===== src/rtl/full_adder_pipe.sv =====
// Registered WIDTH-bit ripple-carry adder: {carry,sum} = a + b + cin, plus a signed-overflow flag.
// Define FULL_ADDER_PIPE_IN_REG_EN to add an input register stage (latency 2 instead of 1).
module full_adder_pipe #(
    parameter int WIDTH = 1
) (
    input  logic             clk,
    input  logic             rst_n,
    input  logic             in_valid,
    input  logic [WIDTH-1:0] a,
    input  logic [WIDTH-1:0] b,
    input  logic             cin,
    output logic             out_valid,
    output logic [WIDTH-1:0] sum,
    output logic             carry,
    output logic             ovf
);

    // Operands as seen by the adder: either the ports or the optional input stage.
    logic             add_valid;
    logic [WIDTH-1:0] add_a;
    logic [WIDTH-1:0] add_b;
    logic             add_cin;

    logic [WIDTH:0]   c;
    logic [WIDTH-1:0] s;

    logic             out_valid_q, out_valid_d;
    logic [WIDTH-1:0] sum_q, sum_d;
    logic             carry_q, carry_d;
    logic             ovf_q, ovf_d;

    always_comb begin
        c    = '0;
        s    = '0;
        c[0] = add_cin;
        for (int i = 0; i < WIDTH; i++) begin
            s[i]   = add_a[i] ^ add_b[i] ^ c[i];
            c[i+1] = (add_a[i] & add_b[i]) | (c[i] & (add_a[i] ^ add_b[i]));
        end
    end

    always_comb begin
        // NOTE: every _d gets a default first, so no path leaves it unassigned and no latch is inferred.
        out_valid_d = add_valid;
        sum_d       = sum_q;
        carry_d     = carry_q;
        ovf_d       = ovf_q;
        if (add_valid) begin
            sum_d   = s;
            carry_d = c[WIDTH];
            ovf_d   = c[WIDTH] ^ c[WIDTH-1];
        end
    end

    always_ff @(posedge clk or negedge rst_n) begin
        if (!rst_n) begin
            out_valid_q <= 1'b0;
            sum_q       <= '0;
            carry_q     <= 1'b0;
            ovf_q       <= 1'b0;
        end else begin
            // NOTE: state registers update with non-blocking assignments so all flops sample together.
            out_valid_q <= out_valid_d;
            sum_q       <= sum_d;
            carry_q     <= carry_d;
            ovf_q       <= ovf_d;
        end
    end

    assign out_valid = out_valid_q;
    assign sum       = sum_q;
    assign carry     = carry_q;
    assign ovf       = ovf_q;

`ifdef FULL_ADDER_PIPE_IN_REG_EN
    logic             stg_valid_q, stg_valid_d;
    logic [WIDTH-1:0] stg_a_q, stg_a_d;
    logic [WIDTH-1:0] stg_b_q, stg_b_d;
    logic             stg_cin_q, stg_cin_d;

    // Valid shifts every cycle; operands are only taken when qualified.
    always_comb begin
        stg_valid_d = in_valid;
        stg_a_d     = stg_a_q;
        stg_b_d     = stg_b_q;
        stg_cin_d   = stg_cin_q;
        if (in_valid) begin
            stg_a_d   = a;
            stg_b_d   = b;
            stg_cin_d = cin;
        end
    end

    always_ff @(posedge clk or negedge rst_n) begin
        if (!rst_n) begin
            stg_valid_q <= 1'b0;
            stg_a_q     <= '0;
            stg_b_q     <= '0;
            stg_cin_q   <= 1'b0;
        end else begin
            stg_valid_q <= stg_valid_d;
            stg_a_q     <= stg_a_d;
            stg_b_q     <= stg_b_d;
            stg_cin_q   <= stg_cin_d;
        end
    end

    assign add_valid = stg_valid_q;
    assign add_a     = stg_a_q;
    assign add_b     = stg_b_q;
    assign add_cin   = stg_cin_q;
`else
    assign add_valid = in_valid;
    assign add_a     = a;
    assign add_b     = b;
    assign add_cin   = cin;
`endif

endmodule


===== config.mk =====
export PLATFORM = sky130hd
export DESIGN_NAME = full_adder_pipe
export DESIGN_NICKNAME = d
export VERILOG_FILES = /design/src/rtl/full_adder_pipe.sv
export SDC_FILE = /design/constraint.sdc
export NUM_CORES = 1
export LEC_CHECK = 0
export CAP_MARGIN = 25
export CELL_PAD_IN_SITES_DETAIL_PLACEMENT = 0
export CELL_PAD_IN_SITES_GLOBAL_PLACEMENT = 2
export CORE_AREA = 3 3 40 42
export DETAILED_ROUTE_END_ITERATION = 6
export DIE_AREA = 0 0 43 45
export HOLD_SLACK_MARGIN = 0.03
export PLACE_DENSITY = 0.52
export RECOVER_POWER = 100
export SETUP_SLACK_MARGIN = 0.15
export SKIP_CTS_REPAIR_TIMING = 1
export SYNTH_ARGS = -nofsm -noshare
export SYNTH_HDL_FRONTEND = slang
export SYNTH_SLANG_ARGS = --single-unit

===== constraint.sdc =====
create_clock -name clk -period 1.5 [get_ports clk]
set_input_delay 0.375 -clock clk [delete_from_list [all_inputs] [get_ports clk]]
set_output_delay 0.375 -clock clk [all_outputs]
set_load 0.005 [all_outputs]

# Word-level counts from Yosys, hierarchy flattened
# Cells that the tools add are included.
[word_totals]
register_bits = 4
inputBits = 6
out_inout_bits = 4
wordCells = 10
[op_classes]
n_bitwise = 6
[op_table]
columns = ["operator", "n"]
rows = [
  ["1-bit bitwise XOR", 3],
  ["1-bit bitwise AND", 2],
  ["1-bit OR", 1],
]

# Depth between registers and ports, before layout
[logic_depth]
ltp_word = 4
mapped_depth = 3
ltp_nobuf = 3

# Worst setup path before layout
# OpenSTA, ideal clock, no wires.
[synth_path]
kind = "input port to flip-flop"
startpoint = "input port a"
endpoint = "register sum_q, in the netlist sum"
setup_ns = 0.125
arrival_time_ns = 1.076
required_time_ns = 1.375
slack_ns = 0.299
cell_stages = 2
path_buffers = 0
cell_sequence = "fa_1 > mux2_2"
[synth_between]
elab_chain_cells = 2
[synth_rtl]
columns = ["element", "line", "text"]
rows = [
  ["from (decl)", "9", "input logic [WIDTH-1:0] a,"],
  ["1-bit bitwise XOR (2 in a row)", "37", "s[i] = add_a[i] ^ add_b[i] ^ c[i];"],
  ["to (signal assigned)", "64", "sum_q <= sum_d;"],
  ["to (decl)", "28", "logic [WIDTH-1:0] sum_q, sum_d;"],
]
# No other way between the ends.
# A chain may end at the register's enable or synchronous reset.

# Final worst setup path
[layout_path]
startpoint = "input port b"
endpoint = "register sum_q, in the netlist sum"
[layout_between]
elab_chain_cells = 2
[layout_rtl]
columns = ["element", "line", "text"]
rows = [
  ["from (decl)", "10", "input logic [WIDTH-1:0] b,"],
  ["1-bit bitwise XOR (2 in a row)", "37", ""],
  ["via s", "25", "logic [WIDTH-1:0] s;"],
]
# The timed path passes the listed nets, and every way through them passes these cells.

==> summary.txt <==
Outcome
  – Result of the run: finished, final reports clean

Logic synthesis
  – Net count after synthesis: 17
  – Register bit count reported by yosys: 4
  – Syn_area_per_cell: 16.02 um2
  – Netlist cell types: 6
  – Number of cells produced by synthesis: 10
  – Total of warnings raised by yosys: 0
  – Netlist area before placement: 160.2 um2
  – Share of the yosys chip area belonging to registers: 62.50%

Timing
  – Clock skew after layout: 0 ps
  – Unrepaired setup endpoints after global routing: false
  – Fin Setup TNS: 0 ps
  – Worst-case headroom to the max-slew limit: 87.13%
  – Final critical-path required period: 1254 ps
  – Highest attainable clock frequency: 0.7972 GHz
  – Count of final setup violators: 0
  – Share of the clock period used by the worst path: 83.63%
  – Pins over their slew limit: 0
  – Minimum setup slack in the final design: 245.6 ps
  – Worst slew pin tran: 192.3 ps
  – Total count of hold-check failures in the final report: 0
  – Worst-case hold slack: 412.8 ps

Critical path
  – Slowest cell on the critical path: sky130_fd_sc_hd__fa_1
  – Required time reported for the critical path endpoint: 1620 ps
  – Critical Path Max Stage Delay: 470 ps
  – Critical path's top delay family: adder cells
  – Biggest fanout along the worst timing path: 1
  – Cell Chain, Critical Path: clkdlybuf4s25_1 -> fa_1 -> mux2_2
  – Worst Setup Start Kind: input pin
  – Path type of the worst setup path: input pin to register
  – CP Capture Type: register
  – Crit path arrival time: 1370 ps
  – Number of buffers and inverters on the critical path: 1

Placed design
  – Routability congestion estimate: 0.6340
  – Input/output buffers: 9
  – Worst slack after detailed placement: -195.8 ps
  – Dpl cell area: 276.5 um2
  – Number of placed instances with taps included: 35

Cells and area
  – Number of inserted diodes: 0
  – Final design instance area without fill: 304.0 um2
  – Count of fill cells added during filler insertion: 128
  – Area growth, synth to finish: 89.84%
  – Count of non-filler cells in the finished layout: 38
  – Post-route core utilization: 23.66%
  – Share of layout cells above drive strength 1: 26.09%
  – Count of nets after finishing: 32

Die
  – Total die area: 1935 um2
  – Placeable core region: 1285 um2
  – Die Wd: 43 um
  – Die boundary height: 45 um
  – Count of pins on the block boundary: 10
  – Num rows: 13
  – Initial core utilization: 12.46%

Clock network
  – Number of buffers created by CTS: 3
  – H-tree levels: 1
  – Clock tree root driver cell: sky130_fd_sc_hd__clkbuf_4
  – Number of sinks handled by clock tree synthesis: 4
  – Clock transition time at the flip-flop clock pins of the worst setup and hold paths: 40 ps
  – Insertion delay to the later sink of the worst-skew pair: 230 ps
  – Clock tree from TritonCTS: done
  – Maximum buffer depth of the clock tree: 2

Worst hold path
  – Hold crit path type: input pin to async pin

Flow run
  – Max-cap viol count: 0

Pwr
  – Power per cell area: 1058 nW/um2
  – Overall Power: 0.3218 mW
  – Static Leak: 0.1388 nW
  – Portion of total power attributed to combinational logic: 19.3%
  – Internal Dissipation: 0.2537 mW
  – Sw Ratio: 21.15%
  – Switching Power: 0.06806 mW
  – Sequential share of power: 40.0%
  – Portion of total power attributed to the clock network: 40.6%
  – Maximum VDD drop: 0.3539 mV

Routing
  – Routed len/inst: 9.684 um
  – Wirelength, routed: 368 um
  – Detail-routed via count per cell: 3.316
  – 1st-pass router iterations: 2
  – Number of vias after detailed routing: 126
  – Antenna Nets Post-Route: 0
  – DRC violation total after the first TritonRoute iteration: 1
  – Number of remaining DRC errors: 0

Global routing
  – Overflow left after global routing: 0
  – Pin count of the biggest net entering global routing: 6
  – Global-route wire length before repair: 696 um
  – Global-route usage over all layers: 5.779%
  – Antenna violations before repair: 0
  – Vias in the first global route: 138
layout make-up:
type	count	area (um2)	share of cell area, %
Sequential cell	4	100.1	32.92
Tap cell	15	18.77	6.173
Timing Repair Buffer	10	102.6	33.74
Multi-Input combinational cell	6	60.06	19.75
Clock buffer	3	22.52	7.407
Yosys cell counts, drive strengths merged:
| master | count | share of area (%) |
|---|---|---|
| fa | 1 | 13 |
| mux2 | 2 | 14 |
| a21oi | 1 | 3.1 |
| dfrtp | 4 | 63 |
| xnor2 | 1 | 5.5 |
| nor2 | 1 | 2.3 |
cells in the final DEF (no fill, tap or decap), drive strengths merged:
cell type / netlist / routed
fa: 1 / 1
clkdlybuf4s25: 0 / 5
clkbuf: 0 / 3
xnor2: 1 / 1
buf: 0 / 1
mux2: 2 / 2
dlymetal6s2s: 0 / 2
nor2: 1 / 1
dlygate4sd3: 0 / 2
dfrtp: 4 / 4
a21oi: 1 / 1
cells by family after synthesis:
kind of cell             count (synthesis)  synth area share, %
flip-flops                               4                62.50
multiplexers                             2                14.06
AO/OA/AOI/OAI                            1                3.122
XOR/XNOR                                 1                5.470
adder cells (fa/ha/maj)                  1                12.50
AND/OR/NAND/NOR                          1                2.342
per-layer routing:
layer  vias up  share of wire (%)  global-route usage, %
li1         61                  -                      -
met5         -                  0                      0
met4         0                  0                  1.807
met1        54                 45                  6.373
met3         0                 21                  7.968
met2        11                 34                  5.988
state kept, by name, indices dropped and copies added, names as in the netlist:
signal     count
out_valid      1
sum            1
carry          1
ovf            1
power by group through the flow:
stage,Combinational (mW),Clock (mW),Sequential (mW)
2_1_floorplan,0.0175,0,0.131
3_3_place_gp,0.0718,0,0.130
3_5_place_dp,0.0705,0,0.130
4_1_cts,0.0708,0.141,0.129
5_1_grt,0.0699,0.154,0.130
6_report,0.0622,0.131,0.129
path summary, 6_finish.rpt:
check                           start   endpoint  slack, ps  cells after the start
worst max-delay path                b        sum        250                      3
worst min-delay path            rst_n  out_valid        410                      1
worst max register to register    sum        sum        760                      1
worst min register to register  carry      carry        510                      1
max in group asynchronous       rst_n      carry        910                      1
min in group clk                carry      carry        510                      1
Power figures use the tool's default switching activity.
